`src/rtl/countdown_timer.sv`:
```
// Programmable down-counter with prescaler, start/stop control and sticky expiry irq; strobe effects land on the next edge.
// Optional macro COUNTDOWN_AUTO_RELOAD_EN: periodic mode, expiry reloads the last loaded value and keeps running.
module countdown_timer #(
    parameter int                       COUNTER_WIDTH = 16,
    parameter int                       DIVIDER_WIDTH = 15,
    parameter logic [DIVIDER_WIDTH-1:0] INTERVAL      = 15'd24000
) (
    input  logic                     clk,
    input  logic                     reset,
    input  logic                     load,
    input  logic [COUNTER_WIDTH-1:0] load_value,
    input  logic                     start,
    input  logic                     stop,
    input  logic                     irq_ack,
    output logic [COUNTER_WIDTH-1:0] counter,
    output logic                     running,
    output logic                     irq
);

    logic [DIVIDER_WIDTH-1:0] divider;
`ifdef COUNTDOWN_AUTO_RELOAD_EN
    logic [COUNTER_WIDTH-1:0] reload;
`endif

    always_ff @(posedge clk) begin
        if (reset) begin
            counter <= '0;
            divider <= '0;
            running <= 1'b0;
            irq     <= 1'b0;
`ifdef COUNTDOWN_AUTO_RELOAD_EN
            reload  <= '0;
`endif
        end else begin
            // An expiry later in this block re-sets irq, so a coincident ack loses.
            if (irq_ack) begin
                irq <= 1'b0;
            end

            if (load) begin
                counter <= load_value;
                divider <= '0;
`ifdef COUNTDOWN_AUTO_RELOAD_EN
                reload  <= load_value;
`endif
                if (load_value == '0 || stop) begin
                    running <= 1'b0;
                end else if (start) begin
                    running <= 1'b1;
                end
            end else if (stop) begin
                // Divider is left untouched so a later start resumes the partial period.
                running <= 1'b0;
            end else begin
                if (start && counter != '0) begin
                    running <= 1'b1;
                end
                if (running) begin
                    if (divider == INTERVAL) begin
                        divider <= '0;
                        if (counter > COUNTER_WIDTH'(1)) begin
                            counter <= counter - 1'b1;
                        end else begin
                            irq <= 1'b1;
`ifdef COUNTDOWN_AUTO_RELOAD_EN
                            counter <= reload;
`else
                            counter <= '0;
                            running <= 1'b0;
`endif
                        end
                    end else begin
                        divider <= divider + 1'b1;
                    end
                end
            end
        end
    end

endmodule

```
`config.mk`:
```
export PLATFORM = sky130hd
export DESIGN_NAME = countdown_timer
export DESIGN_NICKNAME = d
export VERILOG_FILES = /design/src/rtl/countdown_timer.sv
export SDC_FILE = /design/constraint.sdc
export NUM_CORES = 1
export LEC_CHECK = 0
export ABC_AREA = 1
export ABC_CLOCK_PERIOD_IN_PS = 1780
export CORE_MARGIN = 5
export CORE_UTILIZATION = 50
export DETAILED_ROUTE_END_ITERATION = 7
export PLACE_DENSITY = 0.82
export SYNTH_ARGS = -nofsm -noshare
export SYNTH_HDL_FRONTEND = slang
export SYNTH_SLANG_ARGS = --single-unit
```
`constraint.sdc`:
```
create_clock -name clk -period 1.78 [get_ports clk]
set_clock_uncertainty 0.1 [all_clocks]
set_input_delay 0.445 -clock clk [delete_from_list [all_inputs] [get_ports clk]]
set_output_delay 0.445 -clock clk [all_outputs]
set_load 0.02 [all_outputs]
```
Word level (Yosys, flattened, before mapping)
Index checks and enable logic that the tools add are counted.
{ "totals": {"register_bits": 33, "output_inout_bits": 18, "wordCells": 40} }
{ "op_classes": {"n_addsub": 2, "n_lt_le_gt_ge": 1, "eq_ne": 3, "muxes": 20, "n_bitwise": 1, "n_reduce_logical": 9} }
{ "ops": {"columns": ["operator", "count"], "rows": [
  ["2-to-1 mux 16 bit", 5],
  ["greater-than comparator 16 x 1 -> 1 bit, second input constant", 1],
  ["zero test 16 bit", 1],
  ["nonzero test 16 bit", 1],
  ["subtractor 16 x 1 -> 16 bit, second input constant", 1],
  ["adder 15 x 1 -> 15 bit, second input constant", 1],
  ["== test 15 bit, second input constant", 1],
  ["2-to-1 mux 15 bit", 1],
  ["2-to-1 mux 1 bit", 14],
  ["nonzero test 2 bit", 2],
  ["inequality test 3 x 1 -> 1 bit, second input constant", 1],
  ["AND reduction 3 bit", 1],
  ["inequality test 2 bit, second input constant", 1],
  ["AND reduction 2 bit", 1],
  ["OR reduction 2 bit", 1],
  ["logical AND 1 bit", 1],
  ["logical OR 1 bit", 1],
  ["inverter 1 bit", 1]
]} }

Longest topological paths before layout
{ "logic_depth": {"ltp_word": 8, "mapped_depth": 12} }

Worst setup path after synthesis
Ideal clock, no wire load.
{ "synth_timing": {"path_kind": "reg2reg", "start": "reg counter[0]", "end": "reg counter[15]", "setup_time_ns": 0.064, "arrival_time_ns": 1.434, "required_time_ns": 1.616, "path_slack_ns": 0.182, "path_stages_with_launch": 11, "path_buffers": 1, "synth_period_minus_slack_ns": 1.598, "path_cell_list": "dfxtp_1 -> inv_1 -> ha_1 -> inv_1 -> nand2_1 -> nand3_2 -> nand2_4 -> buf_6 -> nor2_1 -> nor2_1 -> nor2_1"} }
{ "synth_via": {"elab_chain_len": 6, "word_cells_on_any_way": 7, "classes_between": "1 x add/sub; 1 x order compare; 5 x mux"} }
{ "synth_lines": {"columns": ["item", "line_no", "rtl"], "rows": [
  ["start: declaration", "15", "output logic [COUNTER_WIDTH-1:0] counter,"],
  ["start signal: assignment", "41", "counter <= load_value;"],
  ["start signal: assignment", "62", "counter <= counter - 1'b1;"],
  ["subtractor 16 x 1 -> 16 bit / greater-than comparator 16 x 1 -> 1 bit (equally long branches)", "62, 61", null],
  ["2-to-1 mux 16 bit *", "61", "if (counter > COUNTER_WIDTH'(1)) begin"],
  ["2-to-1 mux 16 bit *", "59", "if (divider == INTERVAL) begin"],
  ["2-to-1 mux 16 bit *", "58", "if (running) begin"],
  ["2-to-1 mux 16 bit *", "51", "end else if (stop) begin"],
  ["2-to-1 mux 16 bit *", "40", "if (load) begin"]
]} }
Every way passes the cells marked *; elsewhere a longest branch is shown, timed or not. The select of a mux whose other input is x is not followed.
A chain may end at the register's enable or synchronous reset.

Worst setup path after layout
{ "layout_timing": {"start": "reg divider[0]", "end": "reg counter[0]"} }
{ "layout_via": {"elab_chain_len": 3} }
{ "layout_lines": {"columns": ["item", "line_no", "rtl"], "rows": [
  ["start: declaration", "20", "logic [DIVIDER_WIDTH-1:0] divider;"],
  ["start signal: assignment", "73", "divider <= divider + 1'b1;"],
  ["== test 15 bit", "59", null],
  ["nonzero test 2 bit (no source line)", null, null],
  ["AND reduction 3 bit (no source line)", null, null]
]} }
Every way passes these cells.

==> out/qor.csv <==
stage;metric;value;unit
yosys;synth_top_family_by_area;simple AND/OR/NAND/NOR gates;
pwr;report.power.total;2.11;mW
critical_path;critical_path_arrival;1.79;ns
yosys;synth.cell_area;2340;sq um
yosys;synth_xor_xnor_area_share;2.62;%
critical_path;end_kind;register;
routing;wl_per_cell;13.3;um
pwr;ir_drop;0.000391;V
yosys;synth_warnings;0;
hold_path;hold_path_depth;2;
critical_path;crit_path_max_incr_delay;0.33;ns
routing;wl;6920;um
pwr;power.density;664;nW/um^2
pwr;p_leak;1.46;nW
routing;drc;0;
cts;cts_sinks;33;
cells_and_area;antennaDiodeCount;0;
global_routing;overflow;0;
pwr;p_clk_share;35.6;%
sta;whs;0.373;ns
sta;final-hold-violation-count;0;
sta;finalSetupViolCount;0;
floorplan;dieWidth;78.4;um
yosys;ys_ff_latch;33;
floorplan;core.rowCount;24;
sta;fin_crit;1.71;ns
routing;vias_per_cell;5.34;
sta;relSlewSlack;75.6;%
global_routing;busiest_layer;met2;
pwr;p_seq_share;38.3;%
job;cap_violations;0;
global_routing;antenna_found_initial;0;
cts;cts_made_buffers;5;
critical_path;cp.required;1.86;ns
cts;clock_latency;0.29;ns
sta;grt_setup_unrepaired;true;
cts;cts_tree;built;
placed_design;gp_congestion;0.940;
pwr;intPower;1.45;mW
global_routing;grt_max_degree;17;
floorplan;ios;40;
routing;ant_nets;0;
critical_path;path_cells;inv_2, ha_4, nand2_2, inv_1, nand2_1, nor2_2, nand3_2, nand2_4, clkbuf_16, nand2_2, nor2_1, nor2_1;
cts;cts_buffer_depth;2;
floorplan;die_y;78.4;um
yosys;synth_cells;401;
yosys;syn_nets;428;
critical_path;critPathLaunchType;register;
cells_and_area;instances_no_fill;520;
placed_design;placed_cells;508;
cells_and_area;final_cell_mix;nand2_1, nor2_1, inv_1;
critical_path;path_buf_inv;3;
pwr;p_sw;0.657;mW
placed_design;postPlaceCellArea;2940;sq um
cells_and_area;final_cell_area;3180;sq um
sta;fmax;586;MHz
routing;drtIter0Drc;222;
yosys;synthSimpleGateAreaFrac;49.3;%
routing;drt-pass1-iter-count;5;
floorplan;start_util;52.7;%
yosys;synth_compound_area_share;7.48;%
cts;clockRootBuffer;clkbuf_8;
critical_path;cp_slowest_cell;dfxtp_2;
global_routing;grt_usage;22.2;%
cells_and_area;syn_to_final_growth;35.8;%
critical_path;critPathKind;reg2reg;
outcome;outcome;completed;
critical_path;worstSetupPathDepth;12;
global_routing;met1_usage;28.6;%
cts;htree_levels;2;
global_routing;first_global_vias;2518;
yosys;synth_mux_area_share;0;%
pwr;swShare;31.1;%
yosys;ys_types;28;
sta;finalCritPeriodShare;95.8;%
floorplan;core;4440;sq um
floorplan;dieArea;6150;sq um
pwr;p_comb_share;26.1;%
cts;cts.clk_slew.worst_paths;0.07;ns
global_routing;met2_usage;36.6;%
yosys;synthAdderAreaFrac;2.67;%
sta;max_slew.worst_pin.slew;0.365;ns
critical_path;cp_top_family;simple AND/OR/NAND/NOR gates;
critical_path;cp_max_fo;7;
global_routing;grt_first_pass_wirelength;11100;um
hold_path;hp-class;reg2reg;
sta;slew_violations;0;
yosys;avgSynthCellArea;5.84;sq um
cells_and_area;layout-drive-gt1-share;17.1;%
placed_design;dp_hpwl;4880;um
cells_and_area;nets;494;
placed_design;io_buffers;39;
critical_path;rr_worst_depth;12;
cells_and_area;final_common_cell;nand2_1;
yosys;ys_seq_area_share;28.2;%
routing;num_vias;2777;
global_routing;use_met3;5.61;%
==> timing repair <==
| item | CTS | global route |
|---|---|---|
| hold endpoints to repair | 0 | 0 |
| endpoints found under the setup margin | 26 | 24 |
| gates cloned | 0 | 2 |
| hold buffers | 0 | 0 |
| resized for setup | 20 | 27 |
| buffers inserted | 0 | 2 |
| pin swaps | 0 | 23 |
==> registers in the layout, indices dropped and copies added (netlist names) <==
name,flops
counter,16
divider,15
irq,1
running,1
==> power groups by stage <==
stage / logic, mW / clock network [mW] / registers, mW
6_report: 0.550 / 0.752 / 0.809
5_1_grt: 0.613 / 0.793 / 0.814
4_1_cts: 0.502 / 0.757 / 0.807
3_5_place_dp: 0.516 / 0 / 0.825
3_3_place_gp: 0.508 / 0 / 0.824
2_1_floorplan: 0.273 / 0 / 0.857
==> cell families (layout without fill, tap and decap cells) <==
family,Yosys count,after routing
buf+inv,51,118
fa+ha+maj,5,5
flops,33,33
compound gates,34,34
simple gates,271,271
xor+xnor,7,7
==> tightest hold or removal path: stages (launching register included) <==
cell and delay, ns:
dfxtp_1 0.31, nand2_1 0.06, a21oi_1 0.06
==> final timing paths <==
check	end	from	slack, ns
max reg2reg	counter[0]	divider[0]	0.07
min	irq	irq	0.37
min reg2reg	irq	irq	0.37
max	counter[0]	divider[0]	0.07
==> routing by layer <==
layer	share of wire [%]	up-vias
met5	0	-
met2	46	116
met1	44	1263
met3	7.9	20
met4	2.1	0
li1	-	1378
==> Yosys cell counts <==
| master | instances | area, sq um |
|---|---|---|
| xnor2_1 | 1 | 8.76 |
| o21ai_1 | 7 | 35.0 |
| and2_1 | 1 | 6.26 |
| ha_1 | 5 | 62.6 |
| nor2_2 | 8 | 50.1 |
| nand2_4 | 2 | 22.5 |
| nand4_1 | 8 | 50.1 |
| nor3b_1 | 1 | 7.51 |
| nand2_2 | 4 | 25.0 |
| o21ai_0 | 20 | 100 |
| nor3_4 | 1 | 16.3 |
| buf_6 | 4 | 45.0 |
| buf_2 | 1 | 5.00 |
| inv_1 | 40 | 150 |
| clkbuf_1 | 2 | 7.51 |
| nor2_4 | 1 | 11.3 |
| buf_4 | 1 | 7.51 |
| a21oi_1 | 5 | 25.0 |
| nor2_1 | 105 | 394 |
| nand2_1 | 115 | 432 |
| nand3_1 | 18 | 90.1 |
| nor3_2 | 1 | 10.0 |
| nor3_1 | 4 | 20.0 |
| inv_2 | 3 | 11.3 |
| o21bai_1 | 2 | 15.0 |
| nand3_2 | 2 | 20.0 |
| xor2_1 | 6 | 52.6 |
| dfxtp_1 | 33 | 661 |
==> area by class of cell <==
cell class | count | area, sq um
clock buffer | 7 | 86.3
clock inverter | 1 | 30.0
fill | 388 | 1260
inverter | 43 | 161
multi-input combinational | 317 | 1530
sequential | 33 | 662
tap | 52 | 65.1
timing repair buffer | 67 | 642
==> per-stage QoR <==
step | TNS [ns] | util [%] | setup slack, ns
6_report | 0 | 71.5 | 0.0739
5_1_grt | -0.289 | 71.5 | -0.0347
4_1_cts | 0 | 68.3 | 0.0336
3_5_place_dp | -2.97 | 66.1 | -0.183
3_3_place_gp | -2.25 | 66.1 | -0.134
2_1_floorplan | 0 | - | 0.182
No activity file was read; power rests on OpenSTA's default activity.
